$ cat src/rtl/cpu7_biu_inst_resp_pkg.sv
// cpu7_biu_inst_resp_pkg: shared state encoding and constants for the instruction fetch BIU
package cpu7_biu_inst_resp_pkg;
  typedef enum logic [1:0] {IDLE, REQ, WAIT, EXC} state_e;
  localparam logic [5:0] ADEF = 6'h08;
  localparam logic [3:0] UC_REGION_DEF = 4'hA;
endpackage

$ cat src/rtl/cpu7_biu_inst_resp_if.sv
// cpu7_biu_inst_resp_if: IFU fetch handshake plus memory read channel
interface cpu7_biu_inst_resp_if;
  logic        inst_req;
  logic [31:0] inst_addr;
  logic        inst_cancel;
  logic        inst_ack;
  logic        inst_addr_ok;
  logic        inst_valid_f;
  logic [31:0] inst_rdata_f;
  logic        inst_ex;
  logic [5:0]  inst_exccode;
  logic [1:0]  inst_count;
  logic        inst_uncache;
  logic        mem_req;
  logic [31:0] mem_addr;
  logic        mem_gnt;
  logic        mem_rvalid;
  logic [31:0] mem_rdata;
  modport slave (
    input  inst_req, inst_addr, inst_cancel, mem_gnt, mem_rvalid, mem_rdata,
    output inst_ack, inst_addr_ok, inst_valid_f, inst_rdata_f, inst_ex, inst_exccode,
           inst_count, inst_uncache, mem_req, mem_addr
  );
  modport master (
    output inst_req, inst_addr, inst_cancel, mem_gnt, mem_rvalid, mem_rdata,
    input  inst_ack, inst_addr_ok, inst_valid_f, inst_rdata_f, inst_ex, inst_exccode,
           inst_count, inst_uncache, mem_req, mem_addr
  );
endinterface

$ cat src/rtl/cpu7_biu_inst_resp.sv
// cpu7_biu_inst_resp: single-outstanding instruction fetch bridge with cancel-drain and ADEF handling
module cpu7_biu_inst_resp
  import cpu7_biu_inst_resp_pkg::*;
#(
  parameter logic [3:0] UC_REGION = UC_REGION_DEF
) (
  input  logic clk,
  input  logic reset,
  cpu7_biu_inst_resp_if.slave bus
);
  state_e      state_q, state_d;
  logic        drop_q, drop_d;
  logic [31:0] addr_q, addr_d;
  logic        uc_q, uc_d;
  logic        ack, vld, rsp;
  // state, drop flag and captured fetch attributes
  always_ff @(posedge clk) begin
    if (reset) begin
      state_q <= IDLE;
      drop_q  <= 1'b0;
      addr_q  <= '0;
      uc_q    <= 1'b0;
    end else begin
      state_q <= state_d;
      drop_q  <= drop_d;
      addr_q  <= addr_d;
      uc_q    <= uc_d;
    end
  end
  // next-state and response decision; a cancelled fetch still drains its memory response
  always_comb begin
    state_d = state_q;
    drop_d  = drop_q;
    addr_d  = addr_q;
    uc_d    = uc_q;
    rsp     = 1'b0;
    ack     = bus.inst_req && state_q == IDLE && !reset;
    unique case (state_q)
      IDLE: begin
        drop_d = 1'b0;
        if (ack) begin
          addr_d  = bus.inst_addr;
          uc_d    = bus.inst_addr[31:28] == UC_REGION;
          state_d = |bus.inst_addr[1:0] ? EXC : REQ;
        end
      end
      REQ: begin
        drop_d  = drop_q || bus.inst_cancel;
        state_d = bus.mem_gnt ? WAIT : REQ;
      end
      WAIT: begin
        drop_d  = bus.mem_rvalid ? 1'b0 : (drop_q || bus.inst_cancel);
        state_d = bus.mem_rvalid ? IDLE : WAIT;
        rsp     = bus.mem_rvalid && !drop_q && !bus.inst_cancel;
      end
      EXC: begin
        state_d = IDLE;
        rsp     = !bus.inst_cancel;
      end
    endcase
  end
  assign vld              = rsp && !reset;
  assign bus.inst_ack     = ack;
  assign bus.inst_addr_ok = ack;
  assign bus.inst_valid_f = vld;
  assign bus.inst_rdata_f = (vld && state_q == WAIT) ? bus.mem_rdata : '0;
  assign bus.inst_ex      = vld && state_q == EXC;
  assign bus.inst_exccode = (vld && state_q == EXC) ? ADEF : '0;
  assign bus.inst_count   = {1'b0, vld};
  assign bus.inst_uncache = vld && uc_q;
  assign bus.mem_req      = state_q == REQ;
  assign bus.mem_addr     = state_q == REQ ? addr_q : '0;
endmodule

$ cat src/flat_wrapper.sv
// flat-port wrapper written by rule: the top's interface ports become plain ports
module cpu7_biu_inst_resp_flat import cpu7_biu_inst_resp_pkg::*;
#(
  parameter logic [3:0] UC_REGION = UC_REGION_DEF
)
  (clk, reset, bus_inst_req, bus_inst_addr, bus_inst_cancel, bus_mem_gnt, bus_mem_rvalid, bus_mem_rdata, bus_inst_ack, bus_inst_addr_ok, bus_inst_valid_f, bus_inst_rdata_f, bus_inst_ex, bus_inst_exccode, bus_inst_count, bus_inst_uncache, bus_mem_req, bus_mem_addr);
  cpu7_biu_inst_resp_if bus_i ();
  input  logic clk;
  input  logic reset;
  input wire logic [$bits(bus_i.inst_req)-1:0] bus_inst_req;
  input wire logic [$bits(bus_i.inst_addr)-1:0] bus_inst_addr;
  input wire logic [$bits(bus_i.inst_cancel)-1:0] bus_inst_cancel;
  input wire logic [$bits(bus_i.mem_gnt)-1:0] bus_mem_gnt;
  input wire logic [$bits(bus_i.mem_rvalid)-1:0] bus_mem_rvalid;
  input wire logic [$bits(bus_i.mem_rdata)-1:0] bus_mem_rdata;
  output wire logic [$bits(bus_i.inst_ack)-1:0] bus_inst_ack;
  output wire logic [$bits(bus_i.inst_addr_ok)-1:0] bus_inst_addr_ok;
  output wire logic [$bits(bus_i.inst_valid_f)-1:0] bus_inst_valid_f;
  output wire logic [$bits(bus_i.inst_rdata_f)-1:0] bus_inst_rdata_f;
  output wire logic [$bits(bus_i.inst_ex)-1:0] bus_inst_ex;
  output wire logic [$bits(bus_i.inst_exccode)-1:0] bus_inst_exccode;
  output wire logic [$bits(bus_i.inst_count)-1:0] bus_inst_count;
  output wire logic [$bits(bus_i.inst_uncache)-1:0] bus_inst_uncache;
  output wire logic [$bits(bus_i.mem_req)-1:0] bus_mem_req;
  output wire logic [$bits(bus_i.mem_addr)-1:0] bus_mem_addr;
  assign bus_i.inst_req = bus_inst_req;
  assign bus_i.inst_addr = bus_inst_addr;
  assign bus_i.inst_cancel = bus_inst_cancel;
  assign bus_i.mem_gnt = bus_mem_gnt;
  assign bus_i.mem_rvalid = bus_mem_rvalid;
  assign bus_i.mem_rdata = bus_mem_rdata;
  assign bus_inst_ack = bus_i.inst_ack;
  assign bus_inst_addr_ok = bus_i.inst_addr_ok;
  assign bus_inst_valid_f = bus_i.inst_valid_f;
  assign bus_inst_rdata_f = bus_i.inst_rdata_f;
  assign bus_inst_ex = bus_i.inst_ex;
  assign bus_inst_exccode = bus_i.inst_exccode;
  assign bus_inst_count = bus_i.inst_count;
  assign bus_inst_uncache = bus_i.inst_uncache;
  assign bus_mem_req = bus_i.mem_req;
  assign bus_mem_addr = bus_i.mem_addr;
  cpu7_biu_inst_resp #(.UC_REGION(UC_REGION)) u_core (.clk(clk), .reset(reset), .bus(bus_i));
endmodule
$ cat config.mk
export PLATFORM = sky130hd
export DESIGN_NAME = cpu7_biu_inst_resp_flat
export DESIGN_NICKNAME = d
export VERILOG_FILES = /design/src/rtl/cpu7_biu_inst_resp_pkg.sv /design/src/rtl/cpu7_biu_inst_resp_if.sv /design/src/rtl/cpu7_biu_inst_resp.sv /design/src/flat_wrapper.sv
export SDC_FILE = /design/constraint.sdc
export NUM_CORES = 1
export LEC_CHECK = 0
export CAP_MARGIN = 20
export CORE_MARGIN = 4
export CORE_UTILIZATION = 35
export CTS_CLUSTER_DIAMETER = 50
export DETAILED_ROUTE_END_ITERATION = 6
export PLACE_DENSITY_LB_ADDON = 0.2
export SLEW_MARGIN = 20
export SYNTH_ARGS = -nofsm -noshare
export SYNTH_HDL_FRONTEND = slang
export SYNTH_SLANG_ARGS = --single-unit
$ cat constraint.sdc
create_clock -name clk -period 3.05 [get_ports clk]
set_input_delay 0.61 -clock clk [delete_from_list [all_inputs] [get_ports clk]]
set_output_delay 0.61 -clock clk [all_outputs]
set_load 0.05 [all_outputs]
==> metrics.txt, run 1 <==
Final Util=0.827; Core Rows=25; drt pass-1 iters=4; Area growth, synth to finish=121%; met3 WL=about 760 µm; setup TNS=0 ns; Core Region=slightly below 5000 µm²; clock-pin transition on the worst setup and hold timing paths=about 0.070 ns; final worst setup slack=0.276 ns; CTS sink cnt=36; Port Buf Inserts=about 140; clock buffer count from CTS=5; starting density of the core=0.373; Die Span X=approximately 80 µm; share of cells above drive strength 1=0.271; Area contributors post-synth=dfxtp_1 40%, and2_1 22%, a22o_1 15%; tightest hold margin=approximately 0.46 ns; crit share post-route=0.909; # IOs=about 150; ANT nets after route=0; commonest non-fill, non-tap cells in the layout=71 x buf_12, 69 x clkdlybuf4s50_1, 65 x and2_1; max cap viols=0; peak supply drop=between 500 and 600 µV; fmax=between 300 and 400 MHz; Critical Path Fanout Max=32; Residual DRC=0; Die ar.=around 6400 µm²; CP required=~2.4 ns; Hold Buf Count CTS=0; Post-CTS Setup Inserts=0; Final Non-Filler Cells=395; Final Cell Area=4040 µm²; clk buf depth=2; detailed placement HPWL=between 5000 and 6000 µm; unrepaired setup endpoints after global routing=false; Leak=between 1.5 and 2 nW; Worst slew margin=0.551; Starting DRT DRC Count=67; PnR Total Power=1.89 mW; first-pass GRT wire length=10,000 µm; vias in the first global route=~1,900; area occupied by multi-input gates=between 900 and 1000 µm²; EDFF count, synth=0; clk_skew=~0.008 ns; DP Area=about 4000 µm²; CP arrival=2.16 ns; WL/cell=16.9 µm; Mapped Avg Cell Area=around 9.5 µm²; Slew @ Worst Pin=around 0.67 ns; top-area cell type share of the netlist area=0.396; FFs w/ async S/R, synth=0; initial antenna violation count=0; met2 WL post-DR=~3300 µm; Hold Vio Cnt, Final=0; FF+latch area=721 µm²; die height=between 80 and 90 µm; status=complete, no violations; Hold Crit Class=flip-flop to flip-flop; Antenna Cells=0; RePlAce Congestion=around 0.8; CP Launch Type=primary input; commonest non-fill, non-tap cell in the layout=buf_12; top sig layer=met4; Gate Count Post-Synth=192; vias per inst=around 4.7; Cell Pwr Density=around 470 nW/µm²; crit end category=output port; placed cell count=about 390; Synth Register Bits=36; Nets=403; Post-Syn Area=about 1800 µm²; Synth Warn #=0; worst slack at placement=between 0.2 and 0.3 ns; crit path time final=approximately 2.8 ns; CTS resizes=0; pin count of the biggest net entering global routing=34; # setup viols final=0; top_reg_cell synth=dfxtp_1; via count=1,863; Global Route Usage Sum=0.207; gr ovfl total=0; Fillers=a little under 300; kind of critical path=primary input to output port; Final Slew Violations=0; Total Wirelength=between 6000 and 7000 µm; Root Driver=clkbuf_8; Seq/Total Area, Yosys=0.396; Yosys cell types=27; Met1 Wirelength=between 2000 and 3000 µm; later-pin clock latency in the skew report=roughly 0.29 ns; CTS tree=built; top cell type by total area after synthesis=dfxtp_1; H-tree depth=2
## per-layer routing
layer,track usage,vias up
met5,0,-
met1,0.218,856
met2,0.368,95
met4,0.0659,0
met3,0.0874,5
li1,-,907
## state kept, by name, indices dropped and copies added, names as in the netlist
register,count
u_core.uc_q,1
u_core.drop_q,1
u_core.addr_q,32
u_core.state_q,2
## path summary, 6_finish.rpt
| kind | start | cells after the start | slack, ns | to |
|---|---|---|---|---|
| worst min-delay path | u_core.uc_q | 1 | 0.46 | u_core.uc_q |
| worst max-delay path | bus_inst_cancel | 5 | 0.28 | bus_inst_rdata_f[18] |
| worst max register to register | u_core.state_q[0] | 5 | 1.34 | u_core.addr_q[8] |
| worst min register to register | u_core.uc_q | 1 | 0.46 | u_core.uc_q |
## cells by family after synthesis
family / count (synthesis) / share of synthesized area
AO/OA/AOI/OAI: 44 / 0.203
adder cells (fa/ha/maj): 6 / 0.0412
buffers and inverters: 29 / 0.101
flip-flops: 36 / 0.396
other: 1 / 0.00206
AND/OR/NAND/NOR: 76 / 0.258
## report_power, final
group          leakage [nW]  switching (mW)  total (mW)  internal [mW]
combinational          1.32           0.469       0.880          0.411
sequential            0.295          0.0433       0.591          0.547
clock                0.0541           0.176       0.417          0.242
## cells in the mapped netlist (3+ instances only)
| library cell | instances |
|---|---|
| clkbuf_1 | 4 |
| ha_1 | 6 |
| inv_1 | 4 |
| dfxtp_1 | 36 |
| a211oi_1 | 3 |
| buf_4 | 10 |
| buf_2 | 6 |
| a22o_1 | 32 |
| nor2_1 | 3 |
| buf_6 | 4 |
| and2_1 | 65 |
## critical path: stages
cell,delay [ns]
clkdlybuf4s50_1,0.44
nor2_1,0.18
o211a_2,0.51
and2_1,0.26
buf_12,0.15
## cell type report
class	instances	area share
multi-input cells	132	0.232
flip-flops and latches	36	0.179
repair buffers	147	0.536
clock buffers	5	0.0171
clock inverters	3	0.0105
well taps	67	0.0208
inverters	5	0.00465
Note: power is estimated with default switching activity, not from simulation.
==> run 2: changes to the inputs <==
--- a/config.mk
+++ b/config.mk
@@ -10,7 +10,7 @@
 export CORE_UTILIZATION = 35
 export CTS_CLUSTER_DIAMETER = 50
 export DETAILED_ROUTE_END_ITERATION = 6
-export PLACE_DENSITY_LB_ADDON = 0.2
+export PLACE_DENSITY = 0.85
 export SLEW_MARGIN = 20
 export SYNTH_ARGS = -nofsm -noshare
 export SYNTH_HDL_FRONTEND = slang
==> metrics.txt, run 2 (synthesis results as in run 1) <==
max cap viols=0 (unchanged); first-pass GRT wire length=9590 µm (was 10,000 µm); Total Wirelength=6320 µm (was 6670 µm); via count=1,846 (was 1,863); Die ar.=6420 µm² (unchanged); drt pass-1 iters=4 (unchanged); worst slack at placement=0.259 ns (was 0.281 ns); placed cell count=386 (was 387); # setup viols final=0 (unchanged); commonest non-fill, non-tap cell in the layout=clkdlybuf4s50_1 (was buf_12); final worst setup slack=0.276 ns (about the same); Core Region=4880 µm² (unchanged); Hold Buf Count CTS=0 (unchanged); Reg with most FFs=u_core.addr_q (unchanged); crit path time final=2.77 ns (about the same); Starting DRT DRC Count=65 (was 67); fmax=360 MHz (was 361 MHz); Root Driver=clkbuf_8 (unchanged); vias per inst=4.67 (was 4.72); CP arrival=2.16 ns (about the same); CP Launch Type=primary input (unchanged); CP max-delay cell=o211a_2 (unchanged); die height=80.1 µm (unchanged); Nets=402 (was 403); Hold Vio Cnt, Final=0 (unchanged); Buf/Inv on CP=2 (unchanged); setup TNS=0 ns (unchanged); clock-pin transition on the worst setup and hold timing paths=0.08 ns (was 0.07 ns); commonest non-fill, non-tap cells in the layout=69 x clkdlybuf4s50_1, 65 x and2_1, 40 x buf_12 (was 71 x buf_12, 69 x clkdlybuf4s50_1, 65 x and2_1); # IOs=148 (unchanged); ANT nets after route=0 (unchanged); Final Util=0.743 (was 0.827); Residual DRC=0 (unchanged); starting density of the core=0.373 (unchanged); RePlAce Congestion=0.793 (was 0.803); CTS tree=built (unchanged); largest registers=u_core.addr_q x32, u_core.state_q x2 (unchanged); clk buf depth=2 (unchanged); Leak=1.56 nW (was 1.66 nW); Final Non-Filler Cells=395 (unchanged); vias in the first global route=1,861 (was 1,904); Port Buf Inserts=141 (unchanged); H-tree depth=2 (unchanged); detailed placement HPWL=5350 µm (was 5570 µm); Critical Path Fanout Max=32 (unchanged); Area growth, synth to finish=99.0% (was 121%); CTS sink cnt=36 (unchanged); pin count of the biggest net entering global routing=34 (unchanged); crit end category=output port (unchanged); crit share post-route=0.909 (about the same); DP Area=3530 µm² (was 3920 µm²); share of cells above drive strength 1=0.266 (was 0.271); later-pin clock latency in the skew report=0.29 ns (about the same); clk_skew=0.00688 ns (was 0.00823 ns); gr ovfl total=0 (unchanged); Cell Pwr Density=474 nW/µm² (was 468 nW/µm²); Core Rows=25 (unchanged); clock buffer count from CTS=5 (unchanged); max reg flops=32 (unchanged); Slew @ Worst Pin=0.631 ns (was 0.673 ns); Final Cell Area=3620 µm² (was 4040 µm²); WL/cell=16.0 µm (was 16.9 µm); Hold Crit Class=flip-flop to flip-flop (unchanged); unrepaired setup endpoints after global routing=false (unchanged); Die Span X=80.1 µm (unchanged); Top Family by Delay on Critical Path=buffers and inverters (unchanged); Worst slew margin=0.579 (was 0.551); CP Cell Sequence=clkdlybuf4s50_1 -> nor2_1 -> o211a_2 -> and2_1 -> buf_12 (unchanged); CP required=2.44 ns (about the same); peak supply drop=373 µV (was 586 µV); CTS resizes=0 (unchanged); Global Route Usage Sum=0.196 (was 0.207); Post-CTS Setup Inserts=0 (unchanged); status=complete, no violations (unchanged); kind of critical path=primary input to output port (unchanged); Final Slew Violations=0 (unchanged); critical path's largest stage delay=0.49 ns (was 0.51 ns); initial antenna violation count=1 (was 0)
==> run 2: cell count changes in the layout (fill, tap and decap cells not counted) <==
cell,change
bufinv_16,-1
diode_2,+1
clkbuf_8,+1
clkbuf_1,+1
buf_4,+30
clkinv_2,-1
buf_12,-31
==> run 2: cell type report <==
| class | instances | area (µm²) |
|---|---|---|
| fillers | 343 | 1250 |
| clock inverters | 1 | 7.51 |
| repair buffers | 146 | 1770 |
| well taps | 67 | 83.8 |
| multi-input cells | 132 | 936 |
| inverters | 5 | 18.8 |
| flip-flops and latches | 36 | 721 |
| clock buffers | 7 | 86.3 |
| diodes | 1 | 2.50 |
==> run 2: metrics by stage <==
step / total power [mW] / hold slack (ns)
final: 1.72 / 0.468
after global routing: 1.81 / 0.488
after CTS: 1.74 / 0.472
after detailed placement: 1.38 / 0.446
after global placement: 1.36 / 0.447
after floorplan: 1.09 / 0.434
==> run 2: final timing paths <==
path / startpoint / end / slack [ns] / cells after the start
worst max register to register: u_core.state_q[0] / u_core.addr_q[13] / 1.23 / 5
worst min-delay path: u_core.addr_q[28] / u_core.addr_q[28] / 0.47 / 1
worst min register to register: u_core.addr_q[28] / u_core.addr_q[28] / 0.47 / 1
worst max-delay path: bus_inst_cancel / bus_inst_rdata_f[14] / 0.28 / 5
==> run 2: routing by layer <==
| layer | part of all wire | wire (µm) | track usage |
|---|---|---|---|
| met5 | 0 | 0 | 0 |
| met4 | 0.022 | 138 | 0.0828 |
| met3 | 0.11 | 692 | 0.0717 |
| met2 | 0.50 | 3150 | 0.351 |
| met1 | 0.37 | 2340 | 0.205 |
==> run 2: power by group <==
| group | total [mW] | switching, mW | internal, mW |
|---|---|---|---|
| Sequential | 0.590 | 0.0425 | 0.548 |
| Clock | 0.352 | 0.169 | 0.184 |
| Combinational | 0.775 | 0.446 | 0.329 |
| Total | 1.72 | 0.657 | 1.06 |
==> run 3: changes to the inputs <==
--- a/config.mk
+++ b/config.mk
@@ -7,10 +7,11 @@
 export LEC_CHECK = 0
 export CAP_MARGIN = 20
 export CORE_MARGIN = 4
-export CORE_UTILIZATION = 35
+export CORE_UTILIZATION = 59
 export CTS_CLUSTER_DIAMETER = 50
 export DETAILED_ROUTE_END_ITERATION = 6
-export PLACE_DENSITY = 0.85
+export DONT_BUFFER_PORTS = 1
+export PLACE_DENSITY = 0.75
 export SLEW_MARGIN = 20
 export SYNTH_ARGS = -nofsm -noshare
 export SYNTH_HDL_FRONTEND = slang
==> metrics.txt, run 3 (synthesis results as in run 1) <==
status=complete, no violations (unchanged); crit path time final=2.75 ns (was 2.77 ns); CP startpoint=u_core.state_q[1] (was bus_inst_cancel); Residual DRC=0 (unchanged); tightest hold margin=0.322 ns (was 0.468 ns); pin count of the biggest net entering global routing=35 (was 34); unrepaired setup endpoints after global routing=false (unchanged); via count=1,367 (was 1,846); Leak=0.814 nW (was 1.56 nW); initial antenna violation count=0 (was 1); peak supply drop=453 µV (was 373 µV); fmax=363 MHz (was 360 MHz); Total Wirelength=5020 µm (was 6320 µm); Hold Vio Cnt, Final=0 (unchanged); met3 usage=0.0941 (was 0.0717); Buf/Inv on CP=1 (was 2); reg2reg start=u_core.state_q[1] (was u_core.state_q[0]); CP Cell Sequence=inv_1 -> ha_1 -> and2_1 (was clkdlybuf4s50_1 -> nor2_1 -> o211a_2 -> and2_1 -> buf_12); drt pass-1 iters=4 (unchanged); Critical Path Fanout Max=34 (was 32); # IOs=148 (unchanged); Post-CTS Setup Inserts=0 (unchanged); gr ovfl total=0 (unchanged); later-pin clock latency in the skew report=0.34 ns (was 0.29 ns); met1 usage=0.251 (was 0.205); Antenna Cells=0 (was 1); Worst slew margin=0.430 (was 0.579); clk buf depth=2 (unchanged); RePlAce Congestion=0.826 (was 0.793); Core Rows=19 (was 25); Root Driver=clkbuf_4 (was clkbuf_8); # setup viols final=0 (unchanged); Starting DRT DRC Count=49 (was 65); share of cells above drive strength 1=0.116 (was 0.266); clock-pin transition on the worst setup and hold timing paths=0.11 ns (was 0.08 ns); largest registers=u_core.addr_q x32, u_core.state_q x2 (unchanged); die height=63.6 µm (was 80.1 µm); CP max-delay cell=ha_1 (was o211a_2); critical path's largest stage delay=0.73 ns (was 0.49 ns); first-pass GRT wire length=7340 µm (was 9590 µm); Die Span X=63.6 µm (was 80.1 µm); Area growth, synth to finish=2.75% (was 99.0%); crit end category=output port (unchanged); clk_skew=0.00532 ns (was 0.00688 ns); Global Route Usage Sum=0.236 (was 0.196); hold path startpoint=reset (was u_core.addr_q[28]); Core Region=2850 µm² (was 4880 µm²); Slew @ Worst Pin=0.855 ns (was 0.631 ns); CP arrival=2.14 ns (was 2.16 ns); Top Family by Delay on Critical Path=adder cells (was buffers and inverters); clock buffer count from CTS=5 (unchanged); detailed placement HPWL=4030 µm (was 5350 µm); Die ar.=4040 µm² (was 6420 µm²); WL/cell=22.7 µm (was 16.0 µm); ANT nets after route=0 (unchanged); global-route layer with the greatest usage=met2 (unchanged); Final Slew Violations=0 (unchanged); met2 Use GR=0.421 (was 0.351); vias per inst=6.19 (was 4.67); max reg flops=32 (unchanged); Hold Buf Count CTS=0 (unchanged); CTS resizes=0 (unchanged); setup TNS=0 ns (unchanged); commonest non-fill, non-tap cells in the layout=65 x and2_1, 36 x dfxtp_1, 32 x a22o_1 (was 69 x clkdlybuf4s50_1, 65 x and2_1, 40 x buf_12); kind of critical path=flip-flop to output port (was primary input to output port); CP required=2.44 ns (about the same); Cell Pwr Density=787 nW/µm² (was 474 nW/µm²); starting density of the core=0.639 (was 0.373); CTS tree=built (unchanged); Nets=265 (was 402); CTS sink cnt=36 (unchanged); crit share post-route=0.903 (was 0.909); Port Buf Inserts=0 (was 141); CP Launch Type=flip-flop (was primary input); final worst setup slack=0.295 ns (was 0.276 ns); Reg with most FFs=u_core.addr_q (unchanged); Hold Crit Class=primary input to flip-flop (was flip-flop to flip-flop); vias in the first global route=1,373 (was 1,861); max cap viols=0 (unchanged); worst slack at placement=0.658 ns (was 0.259 ns); commonest non-fill, non-tap cell in the layout=and2_1 (was clkdlybuf4s50_1); H-tree depth=2 (unchanged)
[run 3: cell count changes in the layout (fill, tap and decap cells not counted), moves of 5 or more]
cell / previous run / this run
clkbuf_8: 6 / 0
buf_12: 40 / 0
buf_4: 37 / 8
clkbuf_4: 0 / 5
clkdlybuf4s50_1: 69 / 0
[run 3: layer usage]
layer	vias to the layer above	wire length [µm]
met1	638	1880
li1	628	-
met4	0	82
met5	-	0
met2	93	2520
met3	8	539
[run 3: power breakdown]
part	total (mW)	internal [mW]	switching [mW]	leakage, nW
Sequential	0.592	0.547	0.0446	0.295
Combinational	0.545	0.143	0.402	0.478
Clock	0.336	0.171	0.165	0.0412
[run 3: final timing paths]
| check | end | slack (ns) | depth (start not counted) |
|---|---|---|---|
| setup / recovery | bus_mem_addr[27] | 0.30 | 3 |
| hold / removal | u_core.state_q[0] | 0.32 | 1 |
| setup reg to reg | u_core.addr_q[3] | 1.02 | 5 |
| hold reg to reg | u_core.addr_q[5] | 0.48 | 1 |
[run 3: metrics by stage]
step | instances | utilization | total power [mW] | area, µm²
after floorplan | 197 | - | 1.09 | 1840
after global placement | 213 | 0.628 | 1.13 | 1790
final | 221 | 0.656 | 1.47 | 1870
after detailed placement | 213 | 0.628 | 1.15 | 1790
after CTS | 221 | 0.656 | 1.48 | 1870
after global routing | 221 | 0.656 | 1.55 | 1870
[run 3: layout make-up]
| class | count | area [µm²] |
|---|---|---|
| Multi-Input combinational cell | 132 | 942 |
| Clock buffer | 5 | 37.5 |
| Tap cell | 31 | 38.8 |
| Sequential cell | 36 | 721 |
| Inverter | 5 | 18.8 |
| Clock inverter | 3 | 42.5 |
| Timing Repair Buffer | 9 | 71.3 |
| Fill cell | 242 | 981 |
[run 3: worst register-to-register path, stage by stage, from the launching register on]
cell,delay [ns]
dfxtp_1,0.36
inv_1,0.13
ha_1,0.23
and3_2,0.69
buf_4,0.39
a22o_1,0.19
==> edit, RTL diff (flow settings as in run 3) <==
Put a register stage on the output `bus.inst_count`, without a reset. The value now appears one clock later.
--- a/src/rtl/cpu7_biu_inst_resp.sv
+++ b/src/rtl/cpu7_biu_inst_resp.sv
@@ -67,5 +67,7 @@
   assign bus.inst_ex      = vld && state_q == EXC;
   assign bus.inst_exccode = (vld && state_q == EXC) ? ADEF : '0;
-  assign bus.inst_count   = {1'b0, vld};
+  always_ff @(posedge clk) begin
+    bus.inst_count <= {1'b0, vld};
+  end
   assign bus.inst_uncache = vld && uc_q;
   assign bus.mem_req      = state_q == REQ;
Function: changed (Yosys sat finds a counterexample within 4 cycles, from zero or initial values and one cycle with reset high).
==> edit against run 3 <==
  * Setup slack improved by 0.031 ns
  * Total power fell by 4.8%
  * Sequential share of layout area rose by 1.2 points
  * Design area fell by 0.40%
  * Area after synthesis rose by 0.69%
  * Worst hold slack got worse by 0.0034 ns
  * Routed wire length rose by 0.56%
  * Largest cell class unchanged
  * Sequential cell count rose by 1
==> edit: results (changes against run 3) <==
[synth]
yosysSeqAreaShare=0.4038  ; +0.008216
netlist_top_cells_count=and2_1 (65), dfxtp_1 (37), a22o_1 (32)
synth_area_leaders=dfxtp_1 (40%), and2_1 (22%), a22o_1 (15%)

[cells_and_area]
finalNetCount=266  ; +0.38%
layout-drive-gt1-share=0.1099  ; -0.005842
nFillCells=260  ; +7.4%

[global_routing]
grt_util_all_layers=0.2421  ; +0.006336
grt_first_pass_wirelength_um=7541  ; +2.7%
grt_pass1_vias=1361  ; -0.87%
antenna_found_initial=1  ; +1
grt_max_degree=34  ; -2.9%

[setup_path]
r2r_setup_slack_ns=1.04  ; +0.02 ns
cpPeakStageDelay_ns=0.71  ; -0.02 ns
r2r-end=u_core.state_q[0]
cp_max_fo=32  ; -5.9%

[placed_design]
pre_cts_slack_ns=0.7062  ; +0.04783 ns
dp_hpwl_um=4063  ; +0.91%

[pwr]
vdd_drop_max_mv=0.4711  ; +3.9%
cellLeakagePower_nw=0.8121  ; -0.24%

[cts]
h-tree-depth=2  ; unchanged
cts_made_buffers=5  ; unchanged

[timing]
skew_ns=0.005863  ; +0.0005389 ns
relSlewSlack=0.4624  ; +0.03273

[hold_path]
min_to=u_core.drop_q

[drt]
routed_wl_um=5044  ; +0.56%
vias_per_cell=6.121  ; -1.1%

[status]
status=complete, no violations

[edit: cell count changes in the layout (fill, tap and decap cells not counted)]
cell / change
clkinvlp_4: -1
bufinv_16: -1
buf_6: -1
clkbuf_1: +1
clkinv_2: +1
dfxtp_1: +1
diode_2: +2
buf_4: +1
[edit: how the worst max path moves through the flow]
stage,from,endpoint,slack (ns)
after global routing,u_core.state_q[1],bus_mem_addr[31],0.16
after global placement,bus_mem_rvalid,bus_inst_rdata_f[6],0.76
after CTS,u_core.state_q[1],bus_mem_addr[22],0.32
after floorplan,bus_mem_rvalid,bus_inst_valid_f,0.52
final,u_core.state_q[1],bus_mem_addr[31],0.33
after detailed placement,bus_mem_rvalid,bus_inst_rdata_f[6],0.71
[edit: metrics by stage]
step,hold WS (ns),total power [mW],cells,utilization,cell area [um^2]
floorplan,0.4339,1.104,197,-,1853
global placement,0.4476,1.145,214,0.6338,1808
detailed placement,0.4479,1.160,214,0.6338,1808
CTS,0.3077,1.410,222,0.6518,1859
global route,0.2990,1.483,223,0.6526,1862
finish,0.3181,1.402,224,0.6535,1864
[edit: layout make-up]
type / count / area share
tap: 31 / 0.02081
timing repair buffer: 9 / 0.03624
clock inverter: 2 / 0.005369
multi-input combinational: 132 / 0.5054
sequential: 37 / 0.3973
clock buffer: 6 / 0.02215
antenna: 2 / 0.002685
inverter: 5 / 0.01007
[edit: worst register-to-register path: stages (launching register included)]
cell	delay, ns
dfxtp_1	0.36
inv_1	0.14
ha_1	0.71
buf_4	0.35
o21ai_0	0.15
a211oi_1	0.23
[edit: power by group]
group	switching [mW]	internal, mW
Combinational	0.399	0.143
Sequential	0.0510	0.562
Clock	0.160	0.0878
[edit: metal layers]
metal	GRT usage	routed length, um
met5	0	0
met4	0.07278	61
met3	0.09457	519
met2	0.4381	2609
met1	0.2599	1855
[edit: cells by family after synthesis]
family          after synthesis  share of synthesized area
compound gates               44                     0.2012
fa+ha+maj                     6                    0.04093
buf+inv                      28                    0.09617
flops                        37                     0.4038
other cells                   1                   0.002044
simple gates                 76                     0.2558
